[src/rtl/tap_window_feeder.sv]
`default_nettype none
// ============================================================================
// Module   : tap_window_feeder
// Purpose  : Initiator side of a 4-tap multiply-add datapath. Accepts a
//            scalar sample stream (valid/ready) with a per-sample mu tag.
//            It keeps a 4-deep tap delay line and issues one registered
//            4-tap window, with its mu tag and an enable strobe, for every
//            accepted sample. On end-of-stream it shifts in three zeros so
//            the downstream stage sees the full convolution tail.
// Ports    : clk          - clock, rising edge
//            rst          - asynchronous reset, active low
//            sample_in    - signed input sample
//            mu_in        - tag accompanying sample_in
//            sample_valid - sample_in/mu_in/sample_last valid
//            sample_last  - final sample of a stream
//            sample_ready - feeder accepts this cycle (state only)
//            data1..4_out - taps x[n] (newest) .. x[n-3] (oldest)
//            mu_out       - tag of the current window
//            enable_out   - one-cycle strobe, window valid
//            busy         - state is not IDLE
//            window_cnt   - windows issued since reset, wraps
// Revision : 1.0 - initial release
// ============================================================================
module tap_window_feeder #(
  parameter int DATA_W = 16,
  parameter int MU_W   = 16,
  parameter int PRIME  = 0,
  parameter int CNT_W  = 16
) (
  input  logic                     clk,
  input  logic                     rst,
  input  logic signed [DATA_W-1:0] sample_in,
  input  logic        [MU_W-1:0]   mu_in,
  input  logic                     sample_valid,
  input  logic                     sample_last,
  output logic                     sample_ready,
  output logic signed [DATA_W-1:0] data1_out,
  output logic signed [DATA_W-1:0] data2_out,
  output logic signed [DATA_W-1:0] data3_out,
  output logic signed [DATA_W-1:0] data4_out,
  output logic        [MU_W-1:0]   mu_out,
  output logic                     enable_out,
  output logic                     busy,
  output logic        [CNT_W-1:0]  window_cnt
);

  typedef enum logic [1:0] {
    S_IDLE  = 2'd0,
    S_FILL  = 2'd1,
    S_RUN   = 2'd2,
    S_DRAIN = 2'd3
  } state_t;

  state_t                     state_q,  state_d;
  logic        [1:0]          fill_cnt_q, fill_cnt_d;
  logic        [1:0]          drain_cnt_q, drain_cnt_d;
  logic signed [DATA_W-1:0]   tap1_q, tap1_d;
  logic signed [DATA_W-1:0]   tap2_q, tap2_d;
  logic signed [DATA_W-1:0]   tap3_q, tap3_d;
  logic signed [DATA_W-1:0]   tap4_q, tap4_d;
  logic        [MU_W-1:0]     mu_q, mu_d;
  logic                       en_q, en_d;
  logic        [CNT_W-1:0]    cnt_q, cnt_d;

  logic                       accept;
  logic                       do_shift;
  logic signed [DATA_W-1:0]   shift_val;

  // Ready depends on state only, so no combinational path from valid.
  assign sample_ready = (state_q != S_DRAIN);
  assign accept       = sample_valid & sample_ready;

  always_comb begin
    state_d     = state_q;
    fill_cnt_d  = fill_cnt_q;
    drain_cnt_d = drain_cnt_q;
    mu_d        = mu_q;
    en_d        = 1'b0;
    do_shift    = 1'b0;
    shift_val   = sample_in;

    case (state_q)
      S_IDLE: begin
        if (accept) begin
          do_shift = 1'b1;
          mu_d     = mu_in;
          if (sample_last) begin
            // Single-sample stream: issue it and go straight to the tail.
            en_d       = 1'b1;
            fill_cnt_d = 2'd0;
            state_d    = S_DRAIN;
          end else if (PRIME != 0) begin
            fill_cnt_d = 2'd1;
            state_d    = S_FILL;
          end else begin
            en_d    = 1'b1;
            state_d = S_RUN;
          end
        end
      end

      S_FILL: begin
        if (accept) begin
          do_shift = 1'b1;
          mu_d     = mu_in;
          if (sample_last) begin
            // A short stream still gets its partial window issued.
            en_d       = 1'b1;
            fill_cnt_d = 2'd0;
            state_d    = S_DRAIN;
          end else if (fill_cnt_q == 2'd3) begin
            en_d       = 1'b1;
            fill_cnt_d = 2'd0;
            state_d    = S_RUN;
          end else begin
            fill_cnt_d = fill_cnt_q + 2'd1;
          end
        end
      end

      S_RUN: begin
        if (accept) begin
          do_shift = 1'b1;
          mu_d     = mu_in;
          en_d     = 1'b1;
          if (sample_last) begin
            state_d = S_DRAIN;
          end
        end
      end

      S_DRAIN: begin
        // Zero injection; mu_out keeps the last accepted tag.
        do_shift  = 1'b1;
        shift_val = '0;
        en_d      = 1'b1;
        if (drain_cnt_q == 2'd2) begin
          drain_cnt_d = 2'd0;
          fill_cnt_d  = 2'd0;
          state_d     = S_IDLE;
        end else begin
          drain_cnt_d = drain_cnt_q + 2'd1;
        end
      end

      default: begin
        state_d = S_IDLE;
      end
    endcase

    if (do_shift) begin
      tap1_d = shift_val;
      tap2_d = tap1_q;
      tap3_d = tap2_q;
      tap4_d = tap3_q;
    end else if (state_q == S_IDLE) begin
      // The last drain window is shown for one cycle in IDLE, then cleared.
      tap1_d = '0;
      tap2_d = '0;
      tap3_d = '0;
      tap4_d = '0;
    end else begin
      tap1_d = tap1_q;
      tap2_d = tap2_q;
      tap3_d = tap3_q;
      tap4_d = tap4_q;
    end

    cnt_d = en_d ? (cnt_q + CNT_W'(1)) : cnt_q;
  end

  always_ff @(posedge clk or negedge rst) begin
    if (!rst) begin
      state_q     <= S_IDLE;
      fill_cnt_q  <= 2'd0;
      drain_cnt_q <= 2'd0;
      tap1_q      <= '0;
      tap2_q      <= '0;
      tap3_q      <= '0;
      tap4_q      <= '0;
      mu_q        <= '0;
      en_q        <= 1'b0;
      cnt_q       <= '0;
    end else begin
      state_q     <= state_d;
      fill_cnt_q  <= fill_cnt_d;
      drain_cnt_q <= drain_cnt_d;
      tap1_q      <= tap1_d;
      tap2_q      <= tap2_d;
      tap3_q      <= tap3_d;
      tap4_q      <= tap4_d;
      mu_q        <= mu_d;
      en_q        <= en_d;
      cnt_q       <= cnt_d;
    end
  end

  assign data1_out  = tap1_q;
  assign data2_out  = tap2_q;
  assign data3_out  = tap3_q;
  assign data4_out  = tap4_q;
  assign mu_out     = mu_q;
  assign enable_out = en_q;
  assign busy       = (state_q != S_IDLE);
  assign window_cnt = cnt_q;

endmodule
`default_nettype wire

[config.mk]
export PLATFORM = sky130hd
export DESIGN_NAME = tap_window_feeder
export DESIGN_NICKNAME = d
export VERILOG_FILES = /design/src/rtl/tap_window_feeder.sv
export SDC_FILE = /design/constraint.sdc
export NUM_CORES = 1
export LEC_CHECK = 0
export BUFFER_PORTS_ARGS = -buffer_cell sky130_fd_sc_hd__buf_2
export CAP_MARGIN = 40
export CORE_MARGIN = 2
export CORE_UTILIZATION = 56
export CTS_BUF_LIST = sky130_fd_sc_hd__clkbuf_8
export CTS_CLUSTER_DIAMETER = 150
export CTS_CLUSTER_SIZE = 8
export DETAILED_ROUTE_END_ITERATION = 7
export PLACE_DENSITY = 0.92
export SYNTH_ARGS = -nofsm -noshare
export SYNTH_HDL_FRONTEND = slang
export SYNTH_SLANG_ARGS = --single-unit
export TNS_END_PERCENT = 30
[constraint.sdc]
create_clock -name clk -period 2.55 [get_ports clk]
set_input_delay 0.765 -clock clk [delete_from_list [all_inputs] [get_ports clk]]
set_output_delay 0.765 -clock clk [all_outputs]
set_load 0.02 [all_outputs]
**Word level (Yosys, flattened, before mapping)**

Cells that the tools add are included.

- $add $sub $neg: 3
- Muxes and demuxes: 28
- Equality and inequality tests: 13
- Bitwise operators: 1
- Reduce and logical (&&, ||, !) cells: 9

Operators with widths:

| operator | count |
|---|---|
| 2-to-1 mux 16 bit | 6 |
| 2-to-1 mux 2 bit | 13 |
| adder 16 x 1 -> 16 bit (second input constant) | 1 |
| inequality test 2 bit (second input constant) | 7 |
| equality test 2 bit (second input constant) | 4 |
| one-hot mux 2 bit (4 select lines) | 1 |
| one-hot mux 2 bit (3 select lines) | 1 |
| AND reduction 6 bit | 1 |
| 2-to-1 mux 1 bit | 5 |
| AND reduction 5 bit | 1 |
| adder 2 x 1 -> 2 bit (second input constant) | 2 |
| nonzero test 2 bit | 2 |
| inequality test 3 bit (second input constant) | 1 |
| one-hot mux 1 bit (3 select lines) | 1 |
| nonzero test 3 bit | 1 |
| OR reduction 3 bit | 1 |
| equality test 2 x 1 -> 1 bit (second input constant) | 1 |
| zero test 2 bit | 1 |
| one-hot mux 1 bit (2 select lines) | 1 |
| AND reduction 2 bit | 1 |
| OR reduction 2 bit | 1 |
| bitwise AND 1 bit | 1 |

- Bits of input ports: 36
- Register bits after elaboration: 103
- Output and inout bits: 99
- Logic and storage cells: 64

**Longest topological paths before layout**

- Depth in word-level cells: 5
- Mapped depth: 7
- Mapped depth without buffers: 5

**Least setup slack after synthesis**

Ideal clock, no wire load.

- Path kind: register to output
- Start point: register state_q[0]
- End point: output port busy
- Arrival: 1119 ps
- Setup slack: 666 ps
- Data required time: 1785 ps
- Stages on the path, launching flop included: 5
- Path buffers: 3
- Path through: dfrtp_1 > buf_6 > or2_2 > clkbuf_1 > clkbuf_1

- Word-level cells in the longest chain between the ends: 1

Ends and longest elaborated chain:

| item | RTL line | text |
|---|---|---|
| start: declaration | 54 | `state_t state_q, state_d;` |
| start signal: assignment | 185 | `state_q <= state_d;` |
| nonzero test 2 bit | 204 | `assign busy = (state_q != S_IDLE);` |
| end: declaration | 43 | `output logic busy,` |

Every way passes these cells.

**Worst setup path after layout**

Ends and elaborated chain as after synthesis.

==> impl_results.md <==
* Status: complete, no violations
* CTS Sinks at 103
* Routed len/inst at 14.8 um
* Core Region at 7180 um^2
* Maximum VDD drop at 0.794 mV
* Count of final setup violators at 0
* Initial antenna violation count at 0
* Seq cells post-synth at 103
* CTS Hold Bufs at 0
* Metal3 WL at 460 um
* Cells after Synth at 377
* Fin crit period at 2.19 ns
* Io pins at 135
* CTS H-tree lvls at 3
* Area occupied by registers at 2580 um^2
* Lkg Pwr at 2.63 nW
* Classification of the worst setup path: flop to output port
* Starting density of the core at 0.573
* Count leader, synth: dfrtp_1
* Critical Path AT at 1.43 ns
* Die area at 8050 um^2
* Unrepaired setup endpoints after global routing: no
* Primary FF master, synth: dfrtp_1
* Share of the synthesized area in the top cell type at 0.626
* P&R area growth vs syn at 24.0%
* # DRC at 0
* DP Wirelength at 6540 um
* CTS Buf Count at 9
* Final nets at 543
* Gp weighted congestion at 0.854
* Post-cts sizing count at 0
* Clock Latency Late Sink at 0.36 ns
* Syn Std Cell Area at 4120 um^2
* F_max at 0.457 GHz
* Clk root buf: clkbuf_8
* Post-synth EDFFs at 0
* Antenna cells at 0
* Synthesis Warnings at 0
* Tot GR Track Use at 0.237
* Syn avg cell area at 10.9 um^2
* Filler cell count at 531
* First drt pass iteration count at 4
* FF-to-FF setup slack at 0.85 ns
* Met2 routed WL at 4570 um
* Post-CTS Setup Bufs at 0
* Critical Path RT at 1.79 ns
* Fin Setup TNS at 0 ns
* Asr flop ratio synth at 1.00
* Largest area contributor in the netlist: dfrtp_1
* M1 WL at 3790 um
* Multi-input combinational cell area at 1410 um^2
* Slew Viols, Final at 0
* Worst-Margin Slew at 0.542 ns
* Clock Skew at 0.0117 ns
* Vias in the first global route at 3093
* Final Hold Vio Count at 0
* Largest net degree at the start of global routing at 86
* First-pass GRT wire length at 15400 um
* Top sig layer: met4
* Port bufs at 134
* Vias at 3181
* Max-cap violations at 0
* Die Y at 89.7 um
* Post-Route WL at 9020 um
* Synth Net Count at 415
* Post-synthesis sequential area ratio at 0.626
* Worst R2R Path Depth at 4
* Period utilisation layout at 0.859
* Worst setup SP type: flop
* TritonCTS clock tree: built
* Tot Pwr at 6.57 mW
* PwrDens at 1290 nW/um^2
* Initial DRC Count at 126
* Distinct cells, synth at 35
* # rows at 31
* Die width at 89.7 um
* Longest Clk Path Bufs at 2
* Crit Path Max Fanout at 9
* Top cells by area, synth: dfrtp_1, nand2_1, o21ai_0
* HP Class: input pin to asynchronous set/reset pin
* Crit path capture type: output port
* Routed Antenna Nets at 0
* Normalized max-slew margin at 0.639
* Vias per inst at 5.22
* Worst-path clk slew at 0.09 ns
* Global route overflow at 0
* Post-synth top cells: dfrtp_1, nand2_1, o21ai_0
* Layout cells sized above 1 at 0.353
==> state kept, by name, summed over array words and instances (netlist names) <==
| register | flops |
|---|---|
| data3_out | 16 |
| data1_out | 16 |
| state_q | 2 |
| window_cnt | 16 |
| enable_out | 1 |
| fill_cnt_q | 2 |
| drain_cnt_q | 2 |
| data2_out | 16 |
| data4_out | 16 |
| mu_out | 16 |
==> metrics by stage <==
| step | instances | util | hold slack (ns) | instance area [um^2] | worst slack (ns) |
|---|---|---|---|---|---|
| floorplan | 377 | - | 0.468 | 4120 | 0.666 |
| global placement | 593 | 0.678 | 0.455 | 4860 | 0.610 |
| detailed placement | 593 | 0.678 | 0.471 | 4860 | 0.544 |
| CTS | 609 | 0.711 | 0.390 | 5100 | 0.350 |
| global route | 609 | 0.711 | 0.406 | 5100 | 0.291 |
| finish | 609 | 0.711 | 0.374 | 5100 | 0.360 |
==> layout make-up <==
| class | count | share of cell area |
|---|---|---|
| Multi-Input combinational cell | 246 | 0.276 |
| Clock inverter | 5 | 0.0174 |
| Timing Repair Buffer | 141 | 0.145 |
| Clock buffer | 11 | 0.0297 |
| Inverter | 4 | 0.00294 |
| Sequential cell | 103 | 0.505 |
| Tap cell | 99 | 0.0243 |
==> power by group <==
group	switching, mW	internal [mW]	total, mW	leakage, nW
Clock	0.556	0.617	1.17	0.122
Combinational	1.70	0.966	2.67	1.19
Sequential	0.489	2.24	2.73	1.32
==> cells by family after synthesis <==
kind of cell | count (synthesis) | share of synthesized area
flops | 103 | 0.626
fa+ha+maj | 2 | 0.00608
mux | 18 | 0.0511
compound gates | 75 | 0.110
xor+xnor | 16 | 0.0341
buf+inv | 28 | 0.0319
simple gates | 135 | 0.140
==> final timing paths <==
check                                      startpoint                          to
max                            state_q[0]$_DFFE_PN0P_                        busy
min                                               rst    data1_out[9]$_DFFE_PN0P_
max reg2reg                    state_q[0]$_DFFE_PN0P_  window_cnt[13]$_DFFE_PN0P_
min reg2reg                window_cnt[11]$_DFFE_PN0P_  window_cnt[11]$_DFFE_PN0P_
max in group asynchronous                         rst    data2_out[4]$_DFFE_PN0P_
min in group clk           window_cnt[11]$_DFFE_PN0P_  window_cnt[11]$_DFFE_PN0P_
==> critical path, cell delays in order (launching register included) <==
cell,delay [ns]
dfrtp_1,0.50
or2_2,0.39
buf_2,0.18
==> placed cells by master, fill, tap and decap left out, types with 2 or more instances in the layout <==
cell,count
a21o_1,2
a22o_1,16
and2_1,3
buf_2,133
buf_4,7
bufinv_16,2
clkbuf_8,11
clkinv_4,2
dfrtp_1,103
ha_1,2
inv_1,4
mux2_2,16
mux2_4,2
nand2_1,100
nand2_2,2
nand3_1,5
nand4_1,2
nor2_1,4
nor3_1,6
nor3b_1,2
nor4_1,2
o21a_1,2
o21ai_0,50
o21ai_1,2
o41ai_1,2
or2_2,2
xnor2_1,8
xor2_1,8
==> layer usage <==
metal  global-route usage  up-vias
met5                    0        -
met4               0.0949        0
met3               0.0344       15
met2                0.390      103
met1                0.323     1544
li1                     -     1519
Power figures use the tool's default switching activity.
